## config.mk

```make
export PLATFORM = sky130hd
export DESIGN_NAME = dmem_arbiter
export DESIGN_NICKNAME = d
export VERILOG_FILES = /design/src/rtl/dmem_arbiter.sv
export SDC_FILE = /design/constraint.sdc
export NUM_CORES = 1
export LEC_CHECK = 0
export BUFFER_PORTS_ARGS = -buffer_cell sky130_fd_sc_hd__buf_2
export CAP_MARGIN = 20
export CORE_AREA = 2 2 105 107
export DETAILED_ROUTE_END_ITERATION = 7
export DIE_AREA = 0 0 107 109
export PLACE_DENSITY = 0.59
export SLEW_MARGIN = 25
export SYNTH_ARGS = -nofsm -noshare
export SYNTH_HDL_FRONTEND = slang
export SYNTH_SLANG_ARGS = --single-unit
```

## constraint.sdc

```tcl
create_clock -name clk_in -period 1.5 [get_ports clk_in]
set_input_delay 0.15 -clock clk_in [delete_from_list [all_inputs] [get_ports clk_in]]
set_output_delay 0.15 -clock clk_in [all_outputs]
set_load 0.02 [all_outputs]
```

## src/rtl/dmem_arbiter.sv

```systemverilog
// Two-port arbiter for the single-port data memory: MEM stage (port 0) has priority,
// the loader/debug port (port 1) is guaranteed a slot after MAX_WAIT denied cycles.
module dmem_arbiter #(
  parameter int WIDTH    = 32,
  parameter int INDEX    = 5,
  parameter int MAX_WAIT = 4
) (
  input  logic             clk_in,
  input  logic             rst_n_in,
  input  logic             p0_req_in,
  input  logic             p0_we_in,
  input  logic [WIDTH-1:0] p0_addr_in,
  input  logic [WIDTH-1:0] p0_wdata_in,
  output logic             p0_gnt_out,
  output logic             p0_rvalid_out,
  output logic [WIDTH-1:0] p0_rdata_out,
  input  logic             p1_req_in,
  input  logic             p1_we_in,
  input  logic [WIDTH-1:0] p1_addr_in,
  input  logic [WIDTH-1:0] p1_wdata_in,
  output logic             p1_gnt_out,
  output logic             p1_rvalid_out,
  output logic [WIDTH-1:0] p1_rdata_out,
  output logic             stall_out,
  output logic             mem_we_out,
  output logic             mem_re_out,
  output logic [INDEX-1:0] mem_addr_out,
  output logic [WIDTH-1:0] mem_wdata_out,
  input  logic [WIDTH-1:0] mem_rdata_in
);

  localparam logic [3:0] LP_MAX_WAIT = 4'(MAX_WAIT);

  logic [3:0] r_starve_cnt;
  logic       r_rd_pend;
  logic       r_rd_owner;

  logic       w_force_p1;
  logic       w_gnt0;
  logic       w_gnt1;
  logic       w_sel_we;
  logic [WIDTH-1:0] w_sel_addr;
  logic [WIDTH-1:0] w_sel_wdata;
  logic       w_unused_addr;

  // Combinational outputs are gated by reset so everything reads 0 while held in reset.
  assign w_force_p1 = p1_req_in && (r_starve_cnt == LP_MAX_WAIT);
  assign w_gnt0     = rst_n_in && p0_req_in && !w_force_p1;
  assign w_gnt1     = rst_n_in && p1_req_in && (!p0_req_in || w_force_p1);

  assign p0_gnt_out = w_gnt0;
  assign p1_gnt_out = w_gnt1;
  assign stall_out  = rst_n_in && p0_req_in && !w_gnt0;

  always_comb begin
    w_sel_we    = 1'b0;
    w_sel_addr  = '0;
    w_sel_wdata = '0;
    if (w_gnt0) begin
      w_sel_we    = p0_we_in;
      w_sel_addr  = p0_addr_in;
      w_sel_wdata = p0_wdata_in;
    end else if (w_gnt1) begin
      w_sel_we    = p1_we_in;
      w_sel_addr  = p1_addr_in;
      w_sel_wdata = p1_wdata_in;
    end
  end

  assign mem_we_out    = (w_gnt0 || w_gnt1) && w_sel_we;
  assign mem_re_out    = (w_gnt0 || w_gnt1) && !w_sel_we;
  assign mem_addr_out  = w_sel_addr[INDEX+1:2];
  assign mem_wdata_out = w_sel_wdata;

  // Byte offset and upper address bits are intentionally ignored (word access only).
  assign w_unused_addr = ^{w_sel_addr[1:0], w_sel_addr[WIDTH-1:INDEX+2]};

  always_ff @(posedge clk_in or negedge rst_n_in) begin
    if (!rst_n_in) begin
      r_starve_cnt <= '0;
    end else if (!p1_req_in || w_gnt1) begin
      r_starve_cnt <= '0;
    end else if (r_starve_cnt != LP_MAX_WAIT) begin
      r_starve_cnt <= r_starve_cnt + 4'd1;
    end
  end

  always_ff @(posedge clk_in or negedge rst_n_in) begin
    if (!rst_n_in) begin
      r_rd_pend  <= 1'b0;
      r_rd_owner <= 1'b0;
    end else begin
      r_rd_pend <= mem_re_out;
      if (mem_re_out) begin
        r_rd_owner <= w_gnt1;
      end
    end
  end

  assign p0_rvalid_out = r_rd_pend && !r_rd_owner;
  assign p1_rvalid_out = r_rd_pend && r_rd_owner;
  assign p0_rdata_out  = p0_rvalid_out ? mem_rdata_in : '0;
  assign p1_rdata_out  = p1_rvalid_out ? mem_rdata_in : '0;

endmodule

```

-- After elaboration in Yosys (flattened, before gate mapping)
Index checks and enable logic that the tools add are counted.
- output and inout bits: 108
- bits in latches: 0
- input bits: 166
- word-level logic and storage cells: 36
- bits in read-only memories: 0
- register bits: 6
- memories kept: 0
- memory bits (writable): 0
- equality and inequality tests: 2
- reductions and logical operators: 20
- div/mod/pow operators: 0
- $lt $le $gt $ge: 0
- bitwise gates (word level): 0
- add/subtract/negate cells: 1
- muxes and demuxes: 10
- multiply operators: 0
- shift operators: 0
- operators with widths (kind ; number):
    32-bit 2-to-1 mux ; 4
    7-bit 2-to-1 mux ; 2
    1-bit logical AND ; 10
    4-bit 2-to-1 mux ; 2
    1-bit logical NOT ; 6
    4-bit by 1-bit adder with 4-bit output (second input constant) ; 1
    4-bit by 3-bit equality test with 1-bit output (second input constant) ; 1
    4-bit by 3-bit != test with 1-bit output (second input constant) ; 1
    1-bit logical OR ; 3
    1-bit 2-to-1 mux ; 2
    2-bit nonzero test ; 1

-- Longest topological paths before layout
Gate-level depths: netlist of run 1.
- word-level depth: 8
- depth in mapped cells: 7
- depth with buffers taken out: 6

-- Worst setup path before layout of run 1
Ideal clock, no wire load.
- path type: reg2out
- start point: register r_starve_cnt[0]
- end point: output mem_addr_out[0]
- cell stages (with the launch flop): 7
- required time: 1.350 ns
- setup slack: -0.184 ns
- path buffers: 1
- arrival time: 1.534 ns
- cell sequence: dfrtp_1 -> inv_1 -> ha_1 -> and4b_4 -> nor2_2 -> buf_2 -> a22o_1
- elaborated cells on any way between the ends: 8
- those cells by class: eq/ne: 1; mux: 2; reduce/logical: 5
- RTL lines (element ; line ; RTL):
    from (decl) ; 34 ; logic [3:0] r_starve_cnt;
    from (signal assigned) ; 84 ; r_starve_cnt <= r_starve_cnt + 4'd1;
    4-bit by 3-bit equality test with 1-bit output ; 47 ; assign w_force_p1 = p1_req_in && (r_starve_cnt == LP_MAX_WAIT);
    1-bit logical AND ; 47 ;
    1-bit logical NOT ; 48 ; assign w_gnt0 = rst_n_in && p0_req_in && !w_force_p1;
    1-bit logical AND ; 48 ;
    net p0_gnt_out ; 14 ; output logic p0_gnt_out,
    7-bit 2-to-1 mux ; 59 ; if (w_gnt0) begin
    to (decl) ; 27 ; output logic [INDEX-1:0] mem_addr_out,
The timed path passes the listed nets, and every way through them passes these cells.

-- Final worst setup path of run 1
- start point: register r_starve_cnt[1]
- end point: output mem_wdata_out[0]
- cells in the longest elaborated chain, start to end: 6
- elaborated cells on any way between the ends: 8
- those cells by class: eq/ne: 1; mux: 2; reduce/logical: 5
- ends and longest elaborated chain (element ; line ; RTL):
    4-bit by 3-bit equality test with 1-bit output * ; 47 ;
    1-bit logical AND * ; 47 ;
    1-bit logical OR ; 49 ; assign w_gnt1 = rst_n_in && p1_req_in && (!p0_req_in || w_force_p1);
    1-bit logical AND ; 49 ;
    32-bit 2-to-1 mux ; 63 ; end else if (w_gnt1) begin
    32-bit 2-to-1 mux * ; 59 ;
    to (decl) ; 28 ; output logic [WIDTH-1:0] mem_wdata_out,
Mark *: on every way between the ends. The rest lies on a longest branch, timed or not.

==> results of run 1 <==
## state kept, by name (all words and copies together) (netlist names)
| signal | cells |
|---|---|
| r_starve_cnt | 4 |
| r_rd_pend | 1 |
| r_rd_owner | 1 |
## kinds of logic after synthesis
family / Yosys count
and+or+nand+nor: 85
muxes: 1
adders and majority gates: 2
buffers and inverters: 22
xor gates and xnor gates: 1
DFF: 6
AOI/OAI and AO/OA: 47
## timing repair
| action | CTS | global route |
|---|---|---|
| endpoints found under the hold margin | 6 | 0 |
| cloned | 1 | 0 |
| pin swaps | 2 | 1 |
| hold buffers | 1 | 0 |
| buffers inserted | 0 | 2 |
| endpoints found under the setup margin | 43 | 75 |
| gates resized for setup | 41 | 46 |
## area by class of cell
type,count,share of cell area
inverters,4,0.00528
flip-flops and latches,6,0.0452
multi-input cells,136,0.408
clock buffers,3,0.0124
repair buffers,242,0.477
well taps,140,0.0528
## metrics by stage
stage / power [mW] / std cells / setup TNS, ns / instance area (um^2) / hold slack (ns)
finish: 1.34 / 531 / -13.98 / 3320 / 0.199
global route: 1.43 / 531 / -16.33 / 3320 / 0.214
CTS: 1.30 / 529 / -14.42 / 3160 / 0.185
detailed placement: 0.989 / 524 / -4.84 / 2950 / 0.124
global placement: 0.973 / 524 / -4.25 / 2950 / 0.117
floorplan: 0.641 / 164 / -0.132 / 1630 / -0.146
## layout by cell type, fill, tap and decap left out, drive strengths merged, types with 2 or more instances in the layout
cell / n
dfrtp: 6
nand3: 4
o21ai: 2
clkbuf: 3
ha: 2
nand2: 2
nor2b: 2
buf: 241
nand2b: 2
a22o: 38
and3: 32
and2: 33
inv: 4
or2b: 2
nor2: 3
## routing by layer
layer  global-route usage  wire length, um  vias to the layer above
met5                    0                0                        -
met1                0.115             2490                     1011
li1                     -                -                     1066
met3               0.0287              567                        4
met4               0.0130               54                        0
met2                0.182             3430                      117
## critical path: stages (launching register included)
cell and delay (ns):
dfrtp_1 0.39, inv_2 0.08, ha_4 0.16, and4b_4 0.27
nor2_4 0.06, buf_12 0.17, a22o_4 0.23, buf_6 0.13
## where the power goes
group | internal [mW] | switching [mW] | total, mW
combinational | 0.472 | 0.441 | 0.913
sequential | 0.173 | 0.00906 | 0.182
clock | 0.173 | 0.0743 | 0.247
## path summary, 6_finish.rpt
kind                                 start          endpoint  depth (start not counted)
hold / removal                    p1_we_in        r_rd_owner                          2
min in group asynchronous         rst_n_in   r_starve_cnt[3]                          3
max in group asynchronous         rst_n_in        r_rd_owner                          3
setup reg to reg           r_starve_cnt[1]        r_rd_owner                          6
setup / recovery           r_starve_cnt[1]  mem_wdata_out[0]                          7
hold reg to reg            r_starve_cnt[3]   r_starve_cnt[3]                          3
==> impl_metrics.json, run 1 <==
{
  "core_um2": 10600,
  "routed_wl_um": 6540,
  "numPortBuffers": 219,
  "synth.area.top_cells": "a22o_1, and2_1, and3_1",
  "drc": 0,
  "worstMarginPinSlew_ns": 0.321,
  "ff_latch_area_um2": 150,
  "die_x_um": 107,
  "initial_core_util": 0.118,
  "rsz0062_at_grt": "true",
  "finalWorstSetupSlack_ns": -0.364,
  "drtPass1Iterations": 4,
  "nNetsFinal": 561,
  "clk_latency_ns": 0.22,
  "setup_violations": 41,
  "cts_sinks": 6,
  "root_buffer": "clkbuf_8",
  "synth_top_area_cell": "a22o_1",
  "antenna-diode-count": 0,
  "yosysMostFrequentCell": "a22o_1",
  "yosysTopAreaCellShare": 0.265,
  "path_max_fanout": 24,
  "overflow": 0,
  "cts_tree": "done",
  "grt_max_degree": 34,
  "ys_ff_latch": 6,
  "p_leak_nw": 2.04,
  "grt_pass1_wl_um": 9260,
  "endpoint_kind": "output port",
  "rrSetupSlack_ns": 0.02,
  "muxShareOfSynthArea": 0.00797,
  "max_freq_ghz": 0.537,
  "dpl.hpwl_um": 5240,
  "track_usage": 0.0981,
  "ant_nets": 0,
  "synth-async-reset-ratio": 1.00,
  "slew_headroom": 0.786,
  "synth-simple-area-share": 0.431,
  "clkTransAtPathRegs_ns": 0.04,
  "area_delta_synth_final_pct": 164,
  "critPathKind": "register to output port",
  "synth_xor_area_frac": 0.00697,
  "synth-edff-count": 0,
  "vdd_drop_max_mv": 0.245,
  "ctsHtreeMaxLevel": 1,
  "layout_worst_path_cycle_share": 1.24,
  "hold_viol": 0,
  "layout-drive-gt1-share": 0.749,
  "slew_violations": 0,
  "synth_top_family_by_area": "simple AND/OR/NAND/NOR gates",
  "required_ns": 1.35,
  "worstPathArrival_ns": 1.71,
  "io_pins": 274,
  "antenna_found_initial": 0,
  "min_path_type": "primary input to register",
  "numCtsBuffers": 3,
  "chipHeight_um": 109,
  "synthFlopType": "dfrtp_1",
  "multi_input_area_um2": 1350,
  "period_minus_slack_ns": 1.86,
  "yosys-top-cells-count": "a22o_1, and2_1, and3_1, clkbuf_1, dfrtp_1",
  "fillCellCount": 1099,
  "gp_congestion": 0.778,
  "skew_ns": 0.000218,
  "yosysSeqAreaShare": 0.120,
  "yosysWarnings": 0,
  "violations": "setup timing",
  "synth_compound_area_frac": 0.316,
  "vias_per_cell": 4.14,
  "utilization": 0.313,
  "post-place-ws_ns": -0.146,
  "start_kind": "register",
  "grt_pass1_vias": 1988,
  "netlist_area_um2": 1260,
  "synthAdderAreaFrac": 0.0199,
  "drt_iter0_drc": 104,
  "clock_path_buffers": 2,
  "ys_types": 32,
  "rows": 38,
  "post_drt_wl_per_cell_um": 12.3,
  "syn-num-nets": 332,
  "synth.avg_cell_area_um2": 7.66,
  "maxCapViolCount": 0,
  "status": "finished with violations",
  "postSynthCellCount": 164,
  "die_area_um2": 11700,
  "power.density_nw_per_um2": 404,
  "via_count": 2198
}
No activity file was read; power rests on OpenSTA's default activity.
==> run 2, diff against run 1 <==
==> constraint.sdc (replaced) <==
create_clock -name clk_in -period 1.5 [get_ports clk_in]
set_input_delay 0.15 -clock clk_in [delete_from_list [all_inputs] [get_ports clk_in]]
set_output_delay 0.15 -clock clk_in [all_outputs]
set_load 0.005 [all_outputs]
==> run 2 against run 1 <==
The run still ends with setup timing left; via count rose by 0.23%; register-to-register slack got worse by 0.02 ns; sequential power barely moved; flip-flop and latch count did not move; utilization fell by 3.9 points; die area did not move; count of clock-buffer cells in the layout did not move; global-route usage rose by 0.30 points; non-clock buffer count rose by 7; cell area fell by 12%; setup slack improved by 0.0012 ns; fmax barely moved; critical path type unchanged; critical endpoint is now mem_wdata_out[30]; highest routed layer unchanged.
==> impl_metrics.json, run 2 (synthesized netlist as in run 1, its figures left out) <==
{
  "cts_tree": "done",
  "hold_viol": 0,
  "chipHeight_um": 109,
  "maxCapViolCount": 0,
  "routed_wl_um": 7120,
  "required_ns": 1.35,
  "numPortBuffers": 219,
  "reg_top3": "r_starve_cnt (4), r_rd_owner (1), r_rd_pend (1)",
  "hp-start": "p1_we_in",
  "critPathKind": "register to output port",
  "post-place-ws_ns": -0.192,
  "max_freq_ghz": 0.537,
  "clock_path_buffers": 2,
  "min_path_type": "primary input to register",
  "path_max_fanout": 5,
  "layout_worst_path_cycle_share": 1.24,
  "hold_end": "r_rd_owner",
  "rsz0062_at_grt": "true",
  "layout-drive-gt1-share": 0.656,
  "setup_violations": 42,
  "worstPathArrival_ns": 1.71,
  "layout_commonest_cell": "buf_2",
  "p_int_uw": 719,
  "clkTransAtPathRegs_ns": 0.04,
  "overflow": 0,
  "comb_power_share": 0.604,
  "fillCellCount": 1149,
  "layoutNonFillerInstCount": 538,
  "drc": 0,
  "status": "finished with violations",
  "rows": 38,
  "rrSetupSlack_ns": 0,
  "clkPwrFrac": 0.229,
  "largest_reg_flops": 4,
  "io_pins": 274,
  "skew_ns": 0.000123,
  "slew_headroom": 0.804,
  "power_frac_seq": 0.167,
  "p_sw_frac": 0.333,
  "initial_core_util": 0.118,
  "worstMarginPinSlew_ns": 0.294,
  "track_usage": 0.101,
  "antenna_found_initial": 0,
  "dpl.hpwl_um": 5320,
  "ant_nets": 0,
  "p_sw_uw": 360,
  "p_leak_nw": 1.87,
  "power.density_nw_per_um2": 371,
  "finalWorstSetupSlack_ns": -0.363,
  "root_buffer": "clkbuf_8",
  "vdd_drop_max_mv": 0.361,
  "drtPass1Iterations": 4,
  "die_area_um2": 11700,
  "area_delta_synth_final_pct": 132,
  "vias_per_cell": 4.09,
  "most-common-layout-cells": "buf_2, a22o_1, and2_1",
  "grt_pass1_vias": 1922,
  "reg2reg_from": "r_starve_cnt[0]",
  "cts_sinks": 6,
  "grt_pass1_wl_um": 9570,
  "period_minus_slack_ns": 1.86,
  "via_count": 2203,
  "slew_violations": 0,
  "drt_iter0_drc": 122,
  "dp.cells": 520,
  "violations": "setup timing",
  "numCtsBuffers": 3,
  "holdWs_ns": 0.193,
  "min_path_cells": 2,
  "ctsHtreeMaxLevel": 1,
  "post_drt_wl_per_cell_um": 13.2,
  "r2r_cells": 7,
  "gp_congestion": 0.704,
  "start_kind": "register",
  "grt_max_degree": 37,
  "nNetsFinal": 568,
  "core_um2": 10600,
  "r2r_end": "r_rd_owner",
  "antenna-diode-count": 0,
  "endpoint_kind": "output port",
  "largest-register": "r_starve_cnt",
  "clk_latency_ns": 0.22,
  "die_x_um": 107
}
run 2: layout make-up:
type / instances / area (um^2) / area share
tap: 140 / 175 / 0.0602
multi-input combinational: 136 / 1020 / 0.350
clock buffer: 3 / 41.3 / 0.0142
timing repair buffer: 249 / 1510 / 0.518
sequential: 6 / 150 / 0.0516
inverter: 4 / 17.5 / 0.00602
run 2: power by group through the flow:
| stage | Combinational [mW] | Sequential [mW] | Clock, mW |
|---|---|---|---|
| after CTS | 0.629 | 0.181 | 0.255 |
| final | 0.651 | 0.180 | 0.247 |
| after detailed placement | 0.572 | 0.182 | 0 |
| after global routing | 0.719 | 0.182 | 0.267 |
| after floorplan | 0.235 | 0.183 | 0 |
| after global placement | 0.560 | 0.181 | 0 |
run 2: timing repair:
| item | 4_1_cts | 5_1_grt |
|---|---|---|
| pin swaps | 4 | 32 |
| buffers inserted | 5 | 5 |
| resized for setup | 12 | 11 |
| endpoints found under the setup margin | 41 | 44 |
| hold endpoints to repair | 6 | 6 |
| hold buffers | 1 | 1 |
| gates cloned | 3 | 2 |
run 2: worst max-delay path by stage:
stage,slack [ns],endpoint,start
after global routing,-0.46,mem_wdata_out[29],r_starve_cnt[0]
after global placement,-0.16,mem_wdata_out[18],r_starve_cnt[0]
after floorplan,0.03,mem_addr_out[0],r_starve_cnt[0]
final,-0.36,mem_wdata_out[30],r_starve_cnt[0]
after CTS,-0.39,mem_wdata_out[30],r_starve_cnt[0]
after detailed placement,-0.19,mem_wdata_out[18],r_starve_cnt[0]
run 2: worst max-delay path: stages (launching register included):
cell and delay [ns]:
dfrtp_1 0.35, inv_2 0.06, ha_4 0.17, nand3b_4 0.07
a21o_1 0.17, inv_4 0.06, buf_12 0.14, clkbuf_16 0.15
a22o_1 0.20, buf_2 0.12
run 2: metrics by stage:
stage          power, mW  area (um^2)  utilization  TNS, ns
3_5_place_dp       0.754         2580        0.243    -4.82
2_1_floorplan      0.419         1270            -        0
4_1_cts             1.06         2790        0.263   -14.02
3_3_place_gp       0.741         2580        0.243    -3.57
5_1_grt             1.17         2910        0.274   -16.95
6_report            1.08         2910        0.274   -13.09
run 2: metal layers:
layer | share of wire | vias to the layer above | track usage | wire [um]
met1 | 0.41 | 1022 | 0.134 | 2900
met2 | 0.51 | 94 | 0.181 | 3640
met3 | 0.076 | 4 | 0.0108 | 540
met5 | 0 | - | 0 | 0
li1 | - | 1083 | - | -
met4 | 0.0051 | 0 | 0.0139 | 36
